`src/rtl/axi4_lite_master_bridge.sv`:
```
// Single-outstanding AXI4-Lite master bridge: one command in, one AXI read or write
// transaction out, and one response back on the rsp_* handshake.
module axi4_lite_master_bridge #(
  parameter int ADDR_WIDTH = 32,
  parameter int DATA_WIDTH = 32
) (
  input  logic                    aclk,
  input  logic                    areset,
  input  logic                    cmd_valid,
  output logic                    cmd_ready,
  input  logic                    cmd_write,
  input  logic [ADDR_WIDTH-1:0]   cmd_addr,
  input  logic [DATA_WIDTH-1:0]   cmd_wdata,
  input  logic [DATA_WIDTH/8-1:0] cmd_wstrb,
  output logic                    rsp_valid,
  input  logic                    rsp_ready,
  output logic                    rsp_write,
  output logic [DATA_WIDTH-1:0]   rsp_rdata,
  output logic [1:0]              rsp_resp,
  output logic                    busy,
  output logic [15:0]             err_count,
  output logic [ADDR_WIDTH-1:0]   awaddr,
  output logic                    awvalid,
  input  logic                    awready,
  output logic [DATA_WIDTH-1:0]   wdata,
  output logic [DATA_WIDTH/8-1:0] wstrb,
  output logic                    wvalid,
  input  logic                    wready,
  input  logic [1:0]              bresp,
  input  logic                    bvalid,
  output logic                    bready,
  output logic [ADDR_WIDTH-1:0]   araddr,
  output logic                    arvalid,
  input  logic                    arready,
  input  logic [DATA_WIDTH-1:0]   rdata,
  input  logic [1:0]              rresp,
  input  logic                    rvalid,
  output logic                    rready
);

  typedef enum logic [2:0] {IDLE, WR, WR_B, RD_AR, RD_R, RESP} state_t;

  state_t                  state_q, state_d;
  logic [ADDR_WIDTH-1:0]   addr_q, addr_d;
  logic [DATA_WIDTH-1:0]   wdata_q, wdata_d;
  logic [DATA_WIDTH/8-1:0] wstrb_q, wstrb_d;
  logic                    awvalid_q, awvalid_d;
  logic                    wvalid_q, wvalid_d;
  logic                    aw_done_q, aw_done_d;
  logic                    w_done_q, w_done_d;
  logic                    bready_q, bready_d;
  logic                    arvalid_q, arvalid_d;
  logic                    rready_q, rready_d;
  logic                    rsp_valid_q, rsp_valid_d;
  logic                    rsp_write_q, rsp_write_d;
  logic [DATA_WIDTH-1:0]   rsp_rdata_q, rsp_rdata_d;
  logic [1:0]              rsp_resp_q, rsp_resp_d;
  logic [15:0]             err_count_q, err_count_d;

  function automatic logic [15:0] sat_inc(input logic [15:0] v, input logic [1:0] code);
    if (code != 2'b00 && v != 16'hFFFF) return v + 16'd1;
    return v;
  endfunction

  always_comb begin
    state_d     = state_q;
    addr_d      = addr_q;
    wdata_d     = wdata_q;
    wstrb_d     = wstrb_q;
    awvalid_d   = awvalid_q;
    wvalid_d    = wvalid_q;
    aw_done_d   = aw_done_q;
    w_done_d    = w_done_q;
    bready_d    = bready_q;
    arvalid_d   = arvalid_q;
    rready_d    = rready_q;
    rsp_valid_d = rsp_valid_q;
    rsp_write_d = rsp_write_q;
    rsp_rdata_d = rsp_rdata_q;
    rsp_resp_d  = rsp_resp_q;
    err_count_d = err_count_q;
    unique case (state_q)
      IDLE: begin
        if (cmd_valid) begin
          addr_d      = cmd_addr;
          wdata_d     = cmd_wdata;
          wstrb_d     = cmd_wstrb;
          rsp_write_d = cmd_write;
          if (cmd_write) begin
            state_d   = WR;
            awvalid_d = 1'b1;
            wvalid_d  = 1'b1;
            aw_done_d = 1'b0;
            w_done_d  = 1'b0;
          end else begin
            state_d   = RD_AR;
            arvalid_d = 1'b1;
          end
        end
      end
      WR: begin
        // Each channel retires on its own; the move to WR_B waits for both flags.
        if (awvalid_q && awready) begin
          awvalid_d = 1'b0;
          aw_done_d = 1'b1;
        end
        if (wvalid_q && wready) begin
          wvalid_d = 1'b0;
          w_done_d = 1'b1;
        end
        if (aw_done_q && w_done_q) begin
          state_d  = WR_B;
          bready_d = 1'b1;
        end
      end
      WR_B: begin
        if (bvalid) begin
          state_d     = RESP;
          bready_d    = 1'b0;
          rsp_valid_d = 1'b1;
          rsp_rdata_d = '0;
          rsp_resp_d  = bresp;
          err_count_d = sat_inc(err_count_q, bresp);
        end
      end
      RD_AR: begin
        if (arready) begin
          state_d   = RD_R;
          arvalid_d = 1'b0;
          rready_d  = 1'b1;
        end
      end
      RD_R: begin
        if (rvalid) begin
          state_d     = RESP;
          rready_d    = 1'b0;
          rsp_valid_d = 1'b1;
          rsp_rdata_d = rdata;
          rsp_resp_d  = rresp;
          err_count_d = sat_inc(err_count_q, rresp);
        end
      end
      RESP: begin
        if (rsp_ready) begin
          state_d     = IDLE;
          rsp_valid_d = 1'b0;
        end
      end
      default: state_d = IDLE;
    endcase
  end

  always_ff @(posedge aclk or posedge areset) begin
    if (areset) begin
      state_q     <= IDLE;
      addr_q      <= '0;
      wdata_q     <= '0;
      wstrb_q     <= '0;
      awvalid_q   <= 1'b0;
      wvalid_q    <= 1'b0;
      aw_done_q   <= 1'b0;
      w_done_q    <= 1'b0;
      bready_q    <= 1'b0;
      arvalid_q   <= 1'b0;
      rready_q    <= 1'b0;
      rsp_valid_q <= 1'b0;
      rsp_write_q <= 1'b0;
      rsp_rdata_q <= '0;
      rsp_resp_q  <= '0;
      err_count_q <= '0;
    end else begin
      state_q     <= state_d;
      addr_q      <= addr_d;
      wdata_q     <= wdata_d;
      wstrb_q     <= wstrb_d;
      awvalid_q   <= awvalid_d;
      wvalid_q    <= wvalid_d;
      aw_done_q   <= aw_done_d;
      w_done_q    <= w_done_d;
      bready_q    <= bready_d;
      arvalid_q   <= arvalid_d;
      rready_q    <= rready_d;
      rsp_valid_q <= rsp_valid_d;
      rsp_write_q <= rsp_write_d;
      rsp_rdata_q <= rsp_rdata_d;
      rsp_resp_q  <= rsp_resp_d;
      err_count_q <= err_count_d;
    end
  end

  assign cmd_ready = (state_q == IDLE);
  assign busy      = (state_q != IDLE);
  assign rsp_valid = rsp_valid_q;
  assign rsp_write = rsp_write_q;
  assign rsp_rdata = rsp_rdata_q;
  assign rsp_resp  = rsp_resp_q;
  assign err_count = err_count_q;
  assign awaddr    = addr_q;
  assign araddr    = addr_q;
  assign awvalid   = awvalid_q;
  assign wdata     = wdata_q;
  assign wstrb     = wstrb_q;
  assign wvalid    = wvalid_q;
  assign bready    = bready_q;
  assign arvalid   = arvalid_q;
  assign rready    = rready_q;

endmodule

```
`config.mk`:
```
export PLATFORM = sky130hd
export DESIGN_NAME = axi4_lite_master_bridge
export DESIGN_NICKNAME = d
export VERILOG_FILES = /design/src/rtl/axi4_lite_master_bridge.sv
export SDC_FILE = /design/constraint.sdc
export NUM_CORES = 1
export LEC_CHECK = 0
export CAP_MARGIN = 10
export CORE_MARGIN = 2
export CORE_UTILIZATION = 40
export CTS_CLUSTER_DIAMETER = 60
export CTS_CLUSTER_SIZE = 40
export DETAILED_ROUTE_END_ITERATION = 8
export GPL_ROUTABILITY_DRIVEN = 1
export PLACE_DENSITY = 0.8
export REMOVE_ABC_BUFFERS = 1
export SYNTH_ARGS = -nofsm -noshare
export SYNTH_HDL_FRONTEND = slang
export SYNTH_SLANG_ARGS = --single-unit
```
`constraint.sdc`:
```
create_clock -name aclk -period 5.75 [get_ports aclk]
set_clock_uncertainty 0.05 [all_clocks]
set_input_delay 1.725 -clock aclk [delete_from_list [all_inputs] [get_ports aclk]]
set_output_delay 1.725 -clock aclk [all_outputs]
set_load 0.03 [all_outputs]
```
# --- Word-level counts from Yosys, hierarchy flattened ---
# Cells that the tools add are included.
totals:
  register_bits: 130
  latch_bits: 0
  ram_bits: 0
  rom_bits: 0
  in_bits: 114
  output_inout_bits: 159
  word_cells: 113
  mem_count: 0
classes:
  add_sub_neg: 1
  n_mul: 0
  div_mod_pow: 0
  magnitude_cmp: 0
  n_eq_ne: 18
  n_shift: 0
  muxes: 53
  bitwise: 0
  reduce_logical: 25
ops:
  columns: ["op", "n"]
  rows:
  - ["$mux W16", 6]
  - ["$mux W32", 2]
  - ["$pmux W32 S2", 1]
  - ["$pmux W16 S2", 1]
  - ["$mux W1", 24]
  - ["$ne A2 B2 Y1 const B", 11]
  - ["$mux W3", 6]
  - ["$pmux W3 S6", 1]
  - ["$add A16 B1 Y16 const B", 1]
  - ["$ne A16 B16 Y1 const B", 1]
  - ["$reduce_and A4 Y1", 4]
  - ["$pmux W1 S2", 7]
  - ["$reduce_bool A2 Y1", 7]
  - ["$reduce_and A3 Y1", 3]
  - ["$eq A3 B2 Y1 const B", 2]
  - ["$eq A3 B3 Y1 const B", 2]
  - ["$mux W2", 3]
  - ["$reduce_and A6 Y1", 1]
  - ["$reduce_bool A3 Y1", 2]
  - ["$logic_and A1 B1 Y1", 5]
  - ["$reduce_and A5 Y1", 1]
  - ["$pmux W2 S2", 1]
  - ["$eq A3 B1 Y1 const B", 1]
  - ["$logic_not A3 Y1", 1]
  - ["other kinds (3)", 3]

# --- Longest topological paths before layout ---
depth:
  ltp_word: 8
  depth_mapped: 7
  depth_no_buf: 6

# --- Least setup slack after synthesis ---
# No wires, ideal clock.
synth_path:
  path_type: "register -> output"
  from: "register state_q[0]"
  to: "output port busy"
  arrival_ns: 1.328
  t_required_ns: 3.975
  slack_ns: 2.647
  stages_incl_launch_ff: 4
  n_path_buf: 1
  cell_sequence: "dfrtp_1 > buf_4 > nor3_2 > inv_1"
synth_via:
  elab_chain_len: 1
synth_lines:
  columns: ["element", "line_no", "source"]
  rows:
  - ["start, declared", "43", "state_t state_q, state_d;"]
  - ["start signal, assigned", "172", "state_q <= state_d;"]
  - ["$reduce_bool A3 Y1", "192", "assign busy = (state_q != IDLE);"]
  - ["end, declared", "20", "output logic busy,"]
# No other way between the ends.

# --- Final worst setup path ---
# Same ends and word-level chain as after synthesis.

==> results by group <==
STA
  – Final setup fails: 0
  – TNS Setup: 0 ps
  – Slew headroom: a little over a quarter
  – Pins Over Slew Limit: 0
  – Final worst setup slack: roughly 1900 ps
  – Final hold vios: 0
  – Min Clock Period, post-route: approximately 3900 ps
  – Final Cycle Share: approximately two thirds
  – Fmax: between 0.2 and 0.3 GHz
  – Hold Slack: between 400 and 500 ps
  – RSZ-0062 raised after global routing: false
  – Slew @ Worst Pin: 1110 ps

Yosys
  – Avg Cell Area, Syn: approximately 14 um^2
  – Ys async rst share: 100%
  – Post-Syn Area: between 0.005 and 0.006 mm^2
  – Seq cells post-synth: 130
  – Cell with the most instances after synthesis: dfrtp_1
  – Synth top area cells: dfrtp_1, mux2_1, buf_4, a22o_1, xnor2_1
  – Synth cell count leaders: dfrtp_1, mux2_1, buf_4
  – Synth cell types: 41
  – Post-Synthesis Cells: slightly below 400
  – EDFF count, synth: 0
  – Synth warn: 0
  – Post-synth top flop: dfrtp_1
  – Share of the synthesized area in the top cell type: between 50 and 60%
  – Yosys top cell by area: dfrtp_1
  – Post-synthesis sequential area ratio: between 50% and 60%

Global routing
  – Antenna violations before repair: 0
  – Vias in the first global route: around 4200
  – Wire length of the first global-routing pass: around 22000 um
  – Largest net degree at the start of global routing: between 80 and 90
  – Global Route Usage Sum: approximately a fifth
  – Grt ovf: 0

Clocking
  – Clk root buf: clkbuf_16
  – TritonCTS Sinks: 130
  – CTS tree: built
  – Clock transition at path regs: approximately 50 ps
  – CTS Hold Buffers Added: 0
  – Clock Latency Late Sink: about 420 ps
  – Setup Buffers After CTS: 0
  – # resized after CTS: 0
  – H-tree Lvls: 4
  – Num CTS Buffers: 17
  – Maximum buffer depth of the clock tree: 2

Finish
  – Layout Nets: approximately 760
  – Antenna cell count: 0
  – Fraction of layout cells with a size suffix above 1: 7.95%
  – Area growth from synthesis to layout: 59.5%
  – Finished Cell Area: between 0.008 and 0.009 mm^2
  – Number of fill cells: approximately 960

Place
  – # port buffers: around 270
  – DPL Wire Length: 10200 um
  – GPL Wtd Cong: around 0.74
  – Placed cell areas: 0.00808 mm^2
  – Place WS: 1690 ps

Routing
  – DR WL/cell: 16.7 um
  – Via Count: between 4000 and 5000
  – Starting DRT DRC Count: 150
  – First-pass detailed-route iteration total: 4
  – Routed Antenna Nets: 0
  – Vias per Instance: slightly below 5
  – Total Wirelength: between 10000 and 15000 um
  – DRC: 0

Floorplan
  – Initial Util: about two fifths
  – Die Y: approximately 120 um
  – Core Area: between 0.01 and 0.015 mm^2
  – Chip Width: around 120 um
  – I/O pin count: about 270
  – Row cnt: 42
  – Die area: 0.0146 mm^2

Pwr
  – Clk pwr share: about 21%
  – Logic gate share of total power: roughly half
  – Sw Share: ~40%
  – Internal: 3.28 mW
  – Leakage: 3.69 nW
  – Total power: roughly 5.5 mW
  – Peak VDD IR: just over 300 uV
  – Net switching power figure: 2.19 mW
  – Pwr dens: roughly 630 mW/mm^2
  – Sequential Power Share: about 29%

Hold path
  – Hold crit path type: flop to flop
  – Hold Path Depth: 1

Worst setup path
  – Crit-path max FO: 22
  – Critical Path AT: ~2100 ps
  – Worst R2R Path Depth: 4
  – Crit end category: primary output
  – WS Path Type: flop to primary output
  – CP required: a little under 4000 ps
  – Critical path launch point type: flop

Status
  – Status: finished, final reports clean

Run
  – Max-Cap Viols: 0
layer usage:
layer  up-vias  global-route usage, %  share of wire, %
met1      1941                   22.3                39
met2       208                   32.4                49
met5         -                      0                 0
met4         0                   9.59               2.9
li1       1871                      -                 -
met3        29                   8.18               9.4
flip-flops by register name, indices dropped and copies added, names as in the netlist, 2 cells and up:
register,flops
err_count,16
rsp_rdata,32
rsp_resp,2
wstrb,4
araddr,32
state_q,3
wdata,32
final timing paths:
path | startpoint | end | slack, ps
min in group asynchronous | areset | araddr[20] | 1850
max | state_q[0] | busy | 1900
max reg2reg | state_q[0] | araddr[21] | 3070
max in group asynchronous | areset | wdata[8] | 2860
min | wdata[2] | wdata[2] | 430
min reg2reg | wdata[2] | wdata[2] | 430
power by group through the flow:
stage | Combinational, mW | Clock [mW] | Sequential (mW)
finish | 2.73 | 1.13 | 1.61
CTS | 2.76 | 1.16 | 1.61
global placement | 2.71 | 0 | 1.59
global route | 2.86 | 1.20 | 1.66
floorplan | 0.547 | 0 | 2.54
detailed placement | 2.75 | 0 | 1.61
layout by cell type (no fill, tap or decap), types with 2 or more instances in the layout:
master / synthesis / final
a31oi_1: 8 / 8
xor2_1: 4 / 4
a21oi_1: 10 / 10
mux2_1: 70 / 70
a22o_1: 34 / 34
nor2_1: 11 / 11
mux2i_1: 4 / 4
and3b_2: 2 / 2
clkbuf_8: 0 / 3
clkinvlp_4: 0 / 2
o21ai_0: 4 / 4
inv_1: 5 / 4
clkinv_2: 0 / 4
clkdlybuf4s50_1: 0 / 272
clkbuf_16: 0 / 17
bufinv_16: 0 / 4
buf_4: 41 / 4
nand3_1: 7 / 7
a21o_1: 2 / 2
nand4_1: 2 / 2
nand2_1: 16 / 16
a211oi_2: 2 / 2
xnor2_1: 12 / 12
clkbuf_1: 7 / 2
o21ai_2: 2 / 2
o211ai_1: 2 / 2
dfrtp_1: 130 / 130
kinds of logic after synthesis:
logic type,count (synthesis),synth area share [%]
compound gates,66,9.69
buf+inv,56,6.85
mux,74,15.2
xor+xnor,16,2.57
fa+ha+maj,1,0.229
flops,130,59.6
simple gates,54,5.93
area by class of cell:
type,count,area [um^2],area share [%]
Sequential cell,130,3250,37.3
Timing Repair Buffer,276,2750,31.6
Multi-Input combinational cell,211,1840,21.1
Clock buffer,22,474,5.44
Tap cell,176,220,2.53
Clock inverter,10,155,1.78
Inverter,5,21.3,0.244
per-stage QoR:
step	util, %	std cells
6_report	65.5	830
5_1_grt	65.5	830
4_1_cts	65.5	830
3_5_place_dp	60.8	798
3_3_place_gp	60.8	798
2_1_floorplan	-	346
critical path, stage by stage (launching register included):
cell,delay [ps]
dfrtp_1,790
nor3_2,120
inv_1,80
clkdlybuf4s50_1,670
Note: power is estimated with default switching activity, not from simulation.
